### src/rtl/block_buffer_ctrl_pkg.sv
// Shared definitions for the acquisition block-buffer sequencer.
package block_buffer_ctrl_pkg;

    localparam int ABITS_DEF = 9;
    localparam int BBITS_DEF = 4;

    typedef enum logic [1:0] {
        ST_IDLE = 2'd0,
        ST_REQ  = 2'd1,
        ST_READ = 2'd2
    } state_e;

endpackage

### src/rtl/block_buffer_ctrl.sv
// Ring-address sequencer for the acquisition block buffer: writes raw samples,
// hands complete 2^BBITS-word blocks to the DRAM writer, tracks fill and overflow.
module block_buffer_ctrl
    import block_buffer_ctrl_pkg::*;
#(
    parameter int ABITS = ABITS_DEF,
    parameter int BBITS = BBITS_DEF
) (
    input  logic                   clk_i,
    input  logic                   rst_i,
    input  logic                   en_i,
    input  logic                   strobe_i,
    output logic                   wr_en_o,
    output logic [ABITS-1:0]       wr_addr_o,
    output logic [ABITS-1:0]       rd_addr_o,
    output logic                   dram_req_o,
    input  logic                   dram_ack_i,
    output logic                   dram_vld_o,
    output logic                   dram_last_o,
    output logic [ABITS-BBITS:0]   level_o,
    output logic                   overflow_o
);

    localparam int PW    = ABITS + 1;
    localparam int LW    = ABITS - BBITS + 1;
    localparam int DEPTH = 1 << ABITS;

    state_e               state_q, state_d;
    logic [PW-1:0]        wr_ptr_q, wr_ptr_d;
    logic [PW-1:0]        rd_ptr_q, rd_ptr_d;
    logic [PW-1:0]        fill, fill_d;
    logic [BBITS-1:0]     cnt_q, cnt_d;
    logic [LW-1:0]        level_q, level_d;
    logic                 vld_q, last_q, ovf_q;
    logic                 full, accept, drop, cnt_max;

    assign fill    = wr_ptr_q - rd_ptr_q;
    assign full    = (fill == PW'(DEPTH));
    assign accept  = en_i & strobe_i & ~full;
    assign drop    = en_i & strobe_i & full;
    assign cnt_max = &cnt_q;

    assign wr_ptr_d = wr_ptr_q + PW'(accept);

    always_comb begin
        state_d  = state_q;
        cnt_d    = cnt_q;
        rd_ptr_d = rd_ptr_q;
        case (state_q)
            ST_IDLE: begin
                if (level_q != '0) begin
                    state_d = ST_REQ;
                end
            end
            ST_REQ: begin
                if (dram_ack_i) begin
                    state_d = ST_READ;
                    cnt_d   = '0;
                end
            end
            ST_READ: begin
                cnt_d = cnt_q + 1'b1;
                if (cnt_max) begin
                    rd_ptr_d = rd_ptr_q + (PW'(1) << BBITS);
                    state_d  = ST_IDLE;
                end
            end
            default: state_d = ST_IDLE;
        endcase
    end

    // Level tracks the post-edge pointers so a drained block never looks pending in IDLE.
    assign fill_d  = wr_ptr_d - rd_ptr_d;
    assign level_d = LW'(fill_d >> BBITS);

    always_ff @(posedge clk_i) begin
        if (rst_i) begin
            state_q  <= ST_IDLE;
            wr_ptr_q <= '0;
            rd_ptr_q <= '0;
            cnt_q    <= '0;
            level_q  <= '0;
            vld_q    <= 1'b0;
            last_q   <= 1'b0;
            ovf_q    <= 1'b0;
        end else begin
            state_q  <= state_d;
            wr_ptr_q <= wr_ptr_d;
            rd_ptr_q <= rd_ptr_d;
            cnt_q    <= cnt_d;
            level_q  <= level_d;
            vld_q    <= (state_q == ST_READ);
            last_q   <= (state_q == ST_READ) & cnt_max;
            ovf_q    <= ovf_q | drop;
        end
    end

    assign wr_en_o     = accept;
    assign wr_addr_o   = wr_ptr_q[ABITS-1:0];
    assign rd_addr_o   = {rd_ptr_q[ABITS-1:BBITS], cnt_q};
    assign dram_req_o  = (state_q == ST_REQ);
    assign dram_vld_o  = vld_q;
    assign dram_last_o = last_q;
    assign level_o     = level_q;
    assign overflow_o  = ovf_q;

endmodule

### config.mk
export PLATFORM = sky130hd
export DESIGN_NAME = block_buffer_ctrl
export DESIGN_NICKNAME = d
export VERILOG_FILES = /design/src/rtl/block_buffer_ctrl_pkg.sv /design/src/rtl/block_buffer_ctrl.sv
export SDC_FILE = /design/constraint.sdc
export NUM_CORES = 1
export LEC_CHECK = 0
export BUFFER_PORTS_ARGS = -buffer_cell sky130_fd_sc_hd__buf_4
export CORE_MARGIN = 2
export CORE_UTILIZATION = 58
export DETAILED_ROUTE_END_ITERATION = 16
export PLACE_DENSITY = 0.83
export SLEW_MARGIN = 40
export SYNTH_ARGS = -nofsm -noshare
export SYNTH_HDL_FRONTEND = slang
export SYNTH_SLANG_ARGS = --single-unit
### constraint.sdc
create_clock -name clk_i -period 6.25 [get_ports clk_i]
set_input_delay 0.9375 -clock clk_i [delete_from_list [all_inputs] [get_ports clk_i]]
set_output_delay 0.9375 -clock clk_i [all_outputs]
set_load 0.005 [all_outputs]
==> summary.txt <==
Timing
  • Clk_skew: 0.00872 ns
  • Max-slew headroom: 0.647
  • Fin Setup TNS: 0 ns
  • Setup violators final: 0
  • Fmax achieved: 263 MHz
  • RSZ-0062 raised after global routing: no
  • Final Hold Fails: 0
  • Final Cycle Share: 0.609
  • Min cycle time layout: 3.81 ns
  • Final Max Slew Viols: 0
  • Worst-Margin Slew: 0.524 ns
  • Hold_ws: 0.503 ns
  • Fin worst setup slack: 2.44 ns

Global routing
  • Initial antenna violation count: 0
  • Largest net degree at the start of global routing: 32
  • Remaining global-route overflow: 0
  • First-pass GRT wire length: 5.74 mm
  • Vias in the first global route: 1303
  • Tot GR Track Use: 0.225

Worst setup path
  • Largest delay share family, worst path: adder cells
  • R2R depth: 18
  • Crit path DAT: 4.04 ns
  • Buffers & Inverters on Critical Path: 2
  • Stages on the worst setup path: 18
  • CP Capture Point: level_o[4]$_SDFF_PP0_
  • RR Endpoint: level_o[4]$_SDFF_PP0_
  • Critical Path Max Stage Delay: 0.47 ns
  • Reg-to-Reg Start: rd_ptr_q[5]$_SDFF_PP0_
  • Crit-path cells: inv_1 > ha_1 > nor2b_1 > or4_1 > a21oi_1 > a21oi_1 > ha_1 > ha_1 > nand3_1 > xnor2_1 > ha_1 > inv_1 > fa_1 > a21oi_1 > nor2_1 > nor2_1 > xor2_1 > nor2_1
  • Most frequent CP cell: ha_1
  • CP endpoint kind: register
  • Crit path from: rd_ptr_q[5]$_SDFF_PP0_
  • Crit start category: register
  • Crit path max fanout: 6
  • Setup CP Type: reg2reg
  • Slowest CP cell: or4_1
  • Worst path required time: 6.48 ns
  • R2r setup slk: 2.44 ns

Synth
  • Netlist cell types: 36
  • Mean Syn Cell Area: 9.00 um^2
  • Synth Warn #: 0
  • #FFs+latches synth: 31
  • Post-synthesis sequential area ratio: 0.363
  • Area share of the largest cell type after synthesis: 0.363
  • Cells after synthesis: 190
  • EDFF count, synth: 0
  • Synth area leader: dfxtp_1
  • Ys flop type: dfxtp_1
  • Syn Nets: 210
  • Ys async rst share: 0
  • Post-Syn Area: 1710 um^2
  • Ranking of synthesized cells by area: dfxtp_1 (36%), ha_1 (10%), buf_4 (6.1%), nor2_1 (6.1%), xnor2_1 (5.6%)

CTS
  • Root Driver: clkbuf_4
  • Clock sink count: 31
  • Clk_lat worst skew: 0.34 ns
  • H-tree levels: 2
  • CTS hold repair buffers: 0
  • Post-CTS setup buffer count: 0
  • Number of buffers created by CTS: 5
  • Worst-path clk slew: 0.10 ns
  • CTS tree: yes
  • Post-CTS sizing: 0
  • Clk buf depth: 2

Route
  • Vias: 1344
  • Routed WL: 3.44 mm
  • Drt initial violations: 55
  • Drt via density: 5.51
  • DRC errors left: 0
  • Drt wl/cell: 14.1 um
  • 1st-pass router iterations: 4
  • Final ANT Viol Nets: 0

Final layout
  • Synth-to-layout area growth: 14.7%
  • Most frequent cells in the layout: buf_4 (33), dfxtp_1 (31), nor2_1 (28), nor2b_1 (15), ha_1 (14)
  • NumNets Final: 232
  • Final Instance Area: 1960 um^2
  • ANT cells: 0
  • Commonest non-fill, non-tap cell in the layout: buf_4
  • Layout cell share with drive strength beyond 1: 0.225

Floorplanning
  • Die area: 3400 um^2
  • Chip Width: 58.3 um
  • Core area: 2780 um^2
  • DIE HEIGHT: 58.3 um
  • Site Rows: 19
  • # IOs: 34
  • Initial Utilization: 0.615

Pwr
  • Max IR drop VDD: 0.189 mV
  • Final Power: 376 uW
  • PwrDens: 192 nW/um^2
  • LEAKAGE: 0.000887 uW

Worst hold path
  • Hold/Removal Path Class: reg2reg

Placed design
  • GPL Wtd Cong: 0.775
  • Port buffer count: 33
  • DP Area: 1880 um^2
  • HPWL Detailed: 2.60 mm
  • Dpl ws: 2.52 ns

Job
  • Max-Cap Viols: 0

Run status
  • Status: completed
-- worst min path at each step --
| stage | startpoint | end | slack (ns) | depth (start not counted) |
|---|---|---|---|---|
| after global placement | overflow_o$_SDFF_PP0_ | overflow_o$_SDFF_PP0_ | 0.46 | 2 |
| final | overflow_o$_SDFF_PP0_ | overflow_o$_SDFF_PP0_ | 0.50 | 2 |
| after detailed placement | overflow_o$_SDFF_PP0_ | overflow_o$_SDFF_PP0_ | 0.48 | 2 |
| after floorplan | overflow_o$_SDFF_PP0_ | overflow_o$_SDFF_PP0_ | 0.46 | 2 |
| after CTS | overflow_o$_SDFF_PP0_ | overflow_o$_SDFF_PP0_ | 0.51 | 2 |
| after global routing | overflow_o$_SDFF_PP0_ | overflow_o$_SDFF_PP0_ | 0.57 | 2 |
-- flip-flops by register name (all words and copies together) (netlist names) --
register and cells:
cnt_q 4, dram_vld_o 1, state_q 2, wr_ptr_q 10, overflow_o 1, level_o 6, rd_ptr_q 6, dram_last_o 1
-- Yosys cell counts, types with 2 or more instances --
cell,count
or4_1,3
nor2_1,28
nor2b_1,15
xnor2_1,11
o211ai_1,3
buf_1,2
a211oi_1,2
ha_1,14
nand3_1,4
buf_4,14
nand2_1,7
nor3_1,4
nand4_1,7
o21ai_0,2
mux2i_1,2
inv_1,8
xor2_1,6
dfxtp_1,31
nor4_1,3
a21oi_1,8
-- layout make-up --
type	count	area [um^2]
Clock buffer	6	51.3
Clock inverter	2	35.0
Fill cell	221	820
Inverter	8	30.0
Multi-Input combinational cell	133	938
Sequential cell	31	621
Tap cell	31	38.8
Timing Repair Buffer	33	248
-- worst register-to-register path: stages (launching register included) --
cell and delay [ns]:
dfxtp_1 0.44, inv_1 0.07, ha_1 0.30, nor2b_1 0.16, or4_1 0.47, a21oi_1 0.21, a21oi_1 0.12, ha_1 0.26
ha_1 0.25, nand3_1 0.11, xnor2_1 0.15, ha_1 0.21, inv_1 0.06, fa_1 0.39, a21oi_1 0.14, nor2_1 0.05
nor2_1 0.10, xor2_1 0.16, nor2_1 0.05
-- metrics by stage --
step / utilization / instances
after global placement: 0.674 / 236
after detailed placement: 0.674 / 236
after CTS: 0.705 / 244
final: 0.705 / 244
after global routing: 0.705 / 244
after floorplan: - / 190
-- power by group --
part           total, uW  switching, uW  internal (uW)  leakage [uW]
logic               10.8           6.03           4.82      0.000589
clock network        166           71.9           94.4     0.0000482
registers            199          0.989            198      0.000250
total                376           78.9            298      0.000887
-- per-layer routing --
metal / share of wire / vias up / routed length (um) / global-route usage
li1: - / 685 / - / -
met1: 0.47 / 630 / 1630 / 0.295
met2: 0.48 / 23 / 1640 / 0.353
met3: 0.036 / 6 / 125 / 0.0571
met4: 0.014 / 0 / 49 / 0.0897
met5: 0 / - / 0 / 0
-- kinds of logic after synthesis --
kind of cell | after synthesis | share of synthesized area
xor gates and xnor gates | 17 | 0.0871
buffers and inverters | 26 | 0.0885
and+or+nand+nor | 77 | 0.245
AOI/OAI and AO/OA | 21 | 0.0841
DFF | 31 | 0.363
muxes | 3 | 0.0183
adders and majority gates | 15 | 0.114
Power figures use the tool's default switching activity.
